### src/rtl/csa_pkg.sv
// csa_pkg: shared defaults and operation encoding for the carry-select adder staging.
// Imported by csa_pipe_reg and csa_pipe_stage.
package csa_pkg;

  localparam int unsigned CSA_N     = 32;
  localparam int unsigned CSA_CNT_W = 16;

  typedef logic csa_op_t;

  localparam csa_op_t CSA_OP_ADD = 1'b0;
  localparam csa_op_t CSA_OP_SUB = 1'b1;

  // Subtraction is A + ~B + 1, so the carry-in is forced high and s_cin is ignored.
  function automatic logic csa_cond_cin(input csa_op_t op, input logic cin);
    return (op == CSA_OP_SUB) | cin;
  endfunction

  function automatic logic [1:0] csa_unused_guard(input csa_op_t op);
    return {op == CSA_OP_ADD, op == CSA_OP_SUB};
  endfunction

endpackage

### src/rtl/csa_pipe_reg.sv
// csa_pipe_reg: generic one-entry valid/ready register slice of data width W.
// Data loads only on an input handshake; valid drops when the output is taken without a refill.
module csa_pipe_reg
  import csa_pkg::*;
#(
  parameter int unsigned W = 1
) (
  input  logic         clk,
  input  logic         rst_n,
  input  logic         in_valid,
  output logic         in_ready,
  input  logic [W-1:0] in_data,
  output logic         out_valid,
  input  logic         out_ready,
  output logic [W-1:0] out_data
);

  logic         valid_q;
  logic [W-1:0] data_q;
  logic         load;

  // Ready never looks at in_valid, so upstream sees no combinational loop.
  assign in_ready = ~valid_q | out_ready;
  assign load     = in_valid & in_ready;

  always_ff @(posedge clk or negedge rst_n) begin
    if (!rst_n) begin
      valid_q <= 1'b0;
      data_q  <= '0;
    end else if (load) begin
      valid_q <= 1'b1;
      data_q  <= in_data;
    end else if (valid_q && out_ready) begin
      valid_q <= 1'b0;
    end
  end

  assign out_valid = valid_q;
  assign out_data  = data_q;

endmodule

### src/rtl/csa_pipe_stage.sv
// csa_pipe_stage: operand and result staging around an external combinational N-bit adder.
// Defining CSA_OVF_EN adds the signed-overflow output m_ovf and its register.
module csa_pipe_stage
  import csa_pkg::*;
#(
  parameter int unsigned N     = CSA_N,
  parameter int unsigned CNT_W = CSA_CNT_W
) (
  input  logic             clk,
  input  logic             rst_n,
  input  logic             s_valid,
  output logic             s_ready,
  input  logic [N-1:0]     s_a,
  input  logic [N-1:0]     s_b,
  input  logic             s_cin,
  input  logic             s_sub,
  output logic [N-1:0]     add_a,
  output logic [N-1:0]     add_b,
  output logic             add_cin,
  input  logic [N-1:0]     add_sum,
  input  logic             add_cout,
  output logic             m_valid,
  input  logic             m_ready,
  output logic [N-1:0]     m_sum,
  output logic             m_cout,
`ifdef CSA_OVF_EN
  output logic             m_ovf,
`endif
  output logic [CNT_W-1:0] done_cnt
);

  localparam int unsigned OpW = 2 * N + 1;
`ifdef CSA_OVF_EN
  localparam int unsigned ResW = N + 2;
`else
  localparam int unsigned ResW = N + 1;
`endif

  logic [N-1:0]     b_cond;
  logic             cin_cond;
  logic [OpW-1:0]   op_in;
  logic [OpW-1:0]   op_out;
  logic             op_v;
  logic             res_in_ready;
  logic [ResW-1:0]  res_in;
  logic [ResW-1:0]  res_out;
  logic             res_hs;
  logic [CNT_W-1:0] cnt_q;

  always_comb begin
    b_cond   = (s_sub == CSA_OP_SUB) ? ~s_b : s_b;
    cin_cond = csa_cond_cin(s_sub, s_cin);
  end

  assign op_in = {s_a, b_cond, cin_cond};

  // Operand register: its outputs drive the adder directly and change only on accept.
  csa_pipe_reg #(
    .W (OpW)
  ) u_op_reg (
    .clk       (clk),
    .rst_n     (rst_n),
    .in_valid  (s_valid),
    .in_ready  (s_ready),
    .in_data   (op_in),
    .out_valid (op_v),
    .out_ready (res_in_ready),
    .out_data  (op_out)
  );

  assign {add_a, add_b, add_cin} = op_out;

`ifdef CSA_OVF_EN
  logic ovf_calc;
  // add_b is already conditioned, so the same test covers add and sub.
  assign ovf_calc = (add_a[N-1] == add_b[N-1]) & (add_sum[N-1] != add_a[N-1]);
  assign res_in   = {ovf_calc, add_cout, add_sum};
`else
  assign res_in   = {add_cout, add_sum};
`endif

  // Result register: loads on advance = op_v & (~m_valid | m_ready).
  csa_pipe_reg #(
    .W (ResW)
  ) u_res_reg (
    .clk       (clk),
    .rst_n     (rst_n),
    .in_valid  (op_v),
    .in_ready  (res_in_ready),
    .in_data   (res_in),
    .out_valid (m_valid),
    .out_ready (m_ready),
    .out_data  (res_out)
  );

`ifdef CSA_OVF_EN
  assign {m_ovf, m_cout, m_sum} = res_out;
`else
  assign {m_cout, m_sum} = res_out;
`endif

  assign res_hs = m_valid & m_ready;

  always_ff @(posedge clk or negedge rst_n) begin
    if (!rst_n) begin
      cnt_q <= '0;
    end else if (res_hs) begin
      cnt_q <= cnt_q + {{(CNT_W-1){1'b0}}, 1'b1};
    end
  end

  assign done_cnt = cnt_q;

  // A stalled result must not move, and the adder inputs only move on accept.
  property p_res_hold;
    @(posedge clk) disable iff (!rst_n)
      (m_valid && !m_ready) |=> (m_valid && $stable(m_sum) && $stable(m_cout));
  endproperty
  a_res_hold: assert property (p_res_hold);

  property p_op_hold;
    @(posedge clk) disable iff (!rst_n)
      !(s_valid && s_ready) |=> ($stable(add_a) && $stable(add_b) && $stable(add_cin));
  endproperty
  a_op_hold: assert property (p_op_hold);

endmodule

### config.mk
export PLATFORM = sky130hd
export DESIGN_NAME = csa_pipe_stage
export DESIGN_NICKNAME = d
export VERILOG_FILES = /design/src/rtl/csa_pkg.sv /design/src/rtl/csa_pipe_reg.sv /design/src/rtl/csa_pipe_stage.sv
export SDC_FILE = /design/constraint.sdc
export NUM_CORES = 1
export LEC_CHECK = 0
export ABC_AREA = 1
export BUFFER_PORTS_ARGS = -buffer_cell sky130_fd_sc_hd__buf_2
export CAP_MARGIN = 20
export CORE_MARGIN = 2
export CORE_UTILIZATION = 47
export CTS_CLUSTER_SIZE = 28
export DETAILED_ROUTE_END_ITERATION = 8
export GPL_TIMING_DRIVEN = 0
export PLACE_DENSITY = 0.89
export SYNTH_ARGS = -nofsm -noshare
export SYNTH_HDL_FRONTEND = slang
export SYNTH_SLANG_ARGS = --single-unit
### constraint.sdc
create_clock -name clk -period 2.6 [get_ports clk]
set_input_delay 0.13 -clock clk [delete_from_list [all_inputs] [get_ports clk]]
set_output_delay 0.13 -clock clk [all_outputs]
set_load 0.02 [all_outputs]
==> metrics.txt <==
clock-pin slew on the worst setup and hold paths=0.06 ns; overall die width=106 µm; most instantiated library cell after synthesis=nand2_1; time the final worst path needs with I/O delays and setup=~1.5 ns; die extent in y=106 µm; cells on worst reg2reg path=6; Seq cells post-synth=116; vias in the first global route=just over 5,000; # H-tree levels=4; IO buf count=~220; drt total wl=approximately 16,000 µm; fraction of final layout cells sized beyond drive strength 1=38.7%; # IOs=219; period utilization=~56%; Max transition margin=51.8%; remaining global-route overflow=0; proportion of power drawn by combinational gates=28.0%; hold endpoint=u_op_reg.out_data[58]; RSZ-0062 raised after global routing=no; filler cell count in the final layout=just over 600; Final Max Slew Viols=0; final hold viol count=0; Area contributors post-synth=dfrtp_1, nand2_1, mux2_4; per-instance average area after synthesis=10.8 µm²; Max Clock Skew=0.00795 ns; max cap viols=0; proportion of register bits with asynchronous set or reset after synthesis=100%; FP Rows=37; number of setup violations in the final report=0; Worst Setup End Kind=flip-flop; Worst path slowest cell=dfrtp_1; synth cell count leaders=nand2_1, dfrtp_1, xnor2_1, o21ai_0, mux2_4; setup slack at placement=between 1 and 1.5 ns; netlist area before placement=4890 µm²; global-route usage over all layers=29.8%; die footprint=around 11,000 µm²; fraction of the yosys area taken by sequential cells=59.3%; number of design-rule violations left by the first detailed-router iteration=between 300 and 400; proportion of power drawn by flip-flops and latches=37.4%; number of cells produced by synthesis=455; wire length per cell after detailed routing=17.2 µm; clock root buffer=clkbuf_8; core region area=10,200 µm²; overall via count from detail_route=approximately 4,700; top flip-flop cell by instance count after synthesis=dfrtp_1; most area-hungry cell type in the Yosys netlist=dfrtp_1; initial antenna violation count=0; clock latency on the worst-skew pair=0.52 ns; register-to-register setup slack=between 1 and 1.5 ns; internal cell power=about 4.3 mW; cts bufs inserted=17; source of the worst hold timing path=s_valid; initial cell density of the core=47.8%; crit-path max cell delay=about 0.44 ns; Worst Hold Class=in -> reg; Synthesized Nets=559; Power Dens Cells=833 nW/µm²; Worst EP required=between 3 and 4 ns; Worst Setup Slack, final=1.15 ns; Crit Reg-Reg Endpoint=u_op_reg.out_data[49]; switching share of power=between 30% and 40%; CP arrival=~1.9 ns; Max Root-Sink Buffers=2; placed wire-length estimate=8700 µm; number of iterations in the first detailed-routing pass=5; count of inserted antenna diode cells=0; # nets final=899; peak fanout along the critical path=10; CP Class=reg -> reg; final RePlAce weighted congestion=0.879; worst r2r src=u_res_reg.out_valid; Post-CTS Setup Inserts=0; depth of the worst hold-timing path=5; Peak Freq=about 0.69 GHz; sum of negative setup slack=0 ns; number of vias per cell=around 5; Max VDD drop=427 µV; Crit. path cell count=6; clock tree from TritonCTS=yes; Area Growth Syn to Fin=59.1%; largest net degree at the start of global routing=63; Sink Count=116; largest delay contributor family on the critical path=simple AND/OR/NAND/NOR gates; count of distinct cell types in the synthesized netlist=22; area fraction of the dominant cell type after synthesis=59.3%; fraction of power consumed by the clock network=34.5%; first-pass GRT wire length=25,600 µm; Worst-Margin Slew=0.723 ns; Net Switching=2.15 mW; Syn. warnings=0; number of enable flip-flop cells after synthesis=0; run status=complete, no violations; Leak=4.05 nW; number of nets still failing antenna checks after routing=0; Critical Path, Cell by Cell=nand3_2, nand2_2, buf_4, buf_4, nand2_1, nand2_1; Remaining DRCs=0; Setup crit start kind=flip-flop; combined buffer and inverter count along the critical path=2
==> layout make-up <==
cell class / count / area [µm²] / area share, %
Sequential cell: 116 / 2900 / 37.3
Multi-Input combinational cell: 304 / 1800 / 23.2
Timing Repair Buffer: 321 / 2150 / 27.6
Clock buffer: 19 / 442 / 5.67
Clock inverter: 13 / 134 / 1.72
Buffer: 20 / 131 / 1.69
Inverter: 15 / 56.3 / 0.723
Tap cell: 136 / 170 / 2.19
==> power by group through the flow <==
| stage | sequential (mW) | combinational (mW) | clock [mW] |
|---|---|---|---|
| 6_report | 2.43 | 1.82 | 2.24 |
| 5_1_grt | 2.46 | 1.94 | 2.34 |
| 4_1_cts | 2.39 | 1.77 | 2.26 |
| 3_5_place_dp | 2.41 | 1.64 | 0 |
| 3_3_place_gp | 2.39 | 1.59 | 0 |
| 2_1_floorplan | 2.83 | 0.580 | 0 |
==> registers in the layout, indices dropped and copies added, names as in the netlist <==
name / flops
u_op_reg.out_data: 65
u_res_reg.out_data: 33
done_cnt: 16
u_op_reg.out_valid: 1
u_res_reg.out_valid: 1
==> placed cells by master, fill, tap and decap left out, types with 4 or more instances in the layout <==
master	count
nand3_1	8
buf_2	226
mux2_4	29
o21ai_0	33
clkinv_2	5
nor2_1	13
xnor2_1	37
nand4_1	4
dfrtp_1	116
inv_1	12
dlygate4sd3_1	103
clkbuf_16	16
nand2_2	4
mux2_2	4
xor2_1	5
nand2_1	162
==> worst max-delay path by stage <==
stage                             start                     end  slack [ns]
CTS                         done_cnt[0]            done_cnt[12]        1.14
global route        u_res_reg.out_valid   u_op_reg.out_data[49]        1.04
finish              u_res_reg.out_valid   u_op_reg.out_data[49]        1.15
global placement                  rst_n   u_op_reg.out_data[33]        0.14
detailed placement          done_cnt[0]            done_cnt[12]        1.18
floorplan           u_res_reg.out_valid  u_res_reg.out_data[10]        1.23
==> worst reg2reg max path: stages (launching register included) <==
cell     delay (ns)
dfrtp_1        0.44
nand3_2        0.13
nand2_2        0.24
buf_4          0.23
buf_4          0.19
nand2_1        0.08
nand2_1        0.08
==> kinds of logic (layout without fill, tap and decap cells) <==
family	after synthesis	count (layout)	synth area share (%)
multiplexers	33	33	9.82
XOR/XNOR	42	42	7.52
adder cells (fa/ha/maj)	1	1	0.256
AO/OA/AOI/OAI	34	34	3.53
AND/OR/NAND/NOR	194	194	15.7
buffers and inverters	35	388	3.84
flip-flops	116	116	59.3
==> layer usage <==
| layer | routed length [µm] | up-vias | track usage (%) |
|---|---|---|---|
| met5 | 0 | - | 0 |
| met4 | 737 | 0 | 15.8 |
| met3 | 945 | 67 | 6.93 |
| met2 | 8650 | 252 | 54.5 |
| met1 | 5950 | 2272 | 31.7 |
| li1 | - | 2125 | - |
==> what timing repair did <==
item | 4_1_cts | 5_1_grt
gates resized for setup | 0 | 0
endpoints found under the hold margin | 155 | 0
hold buffers | 103 | 0
==> metrics by stage <==
stage               hold WS [ns]  power [mW]  cell area [µm²]  cells  utilization [%]
finish                     0.142        6.49             7790    944             76.1
global route               0.157        6.74             7790    944             76.1
CTS                        0.123        6.42             7790    944             76.1
detailed placement         0.223        4.05             6180    809             60.4
global placement           0.326        3.98             6150    808             60.1
floorplan                 -0.166        3.41             4890    455                -
(Power assumes the default switching activity.)
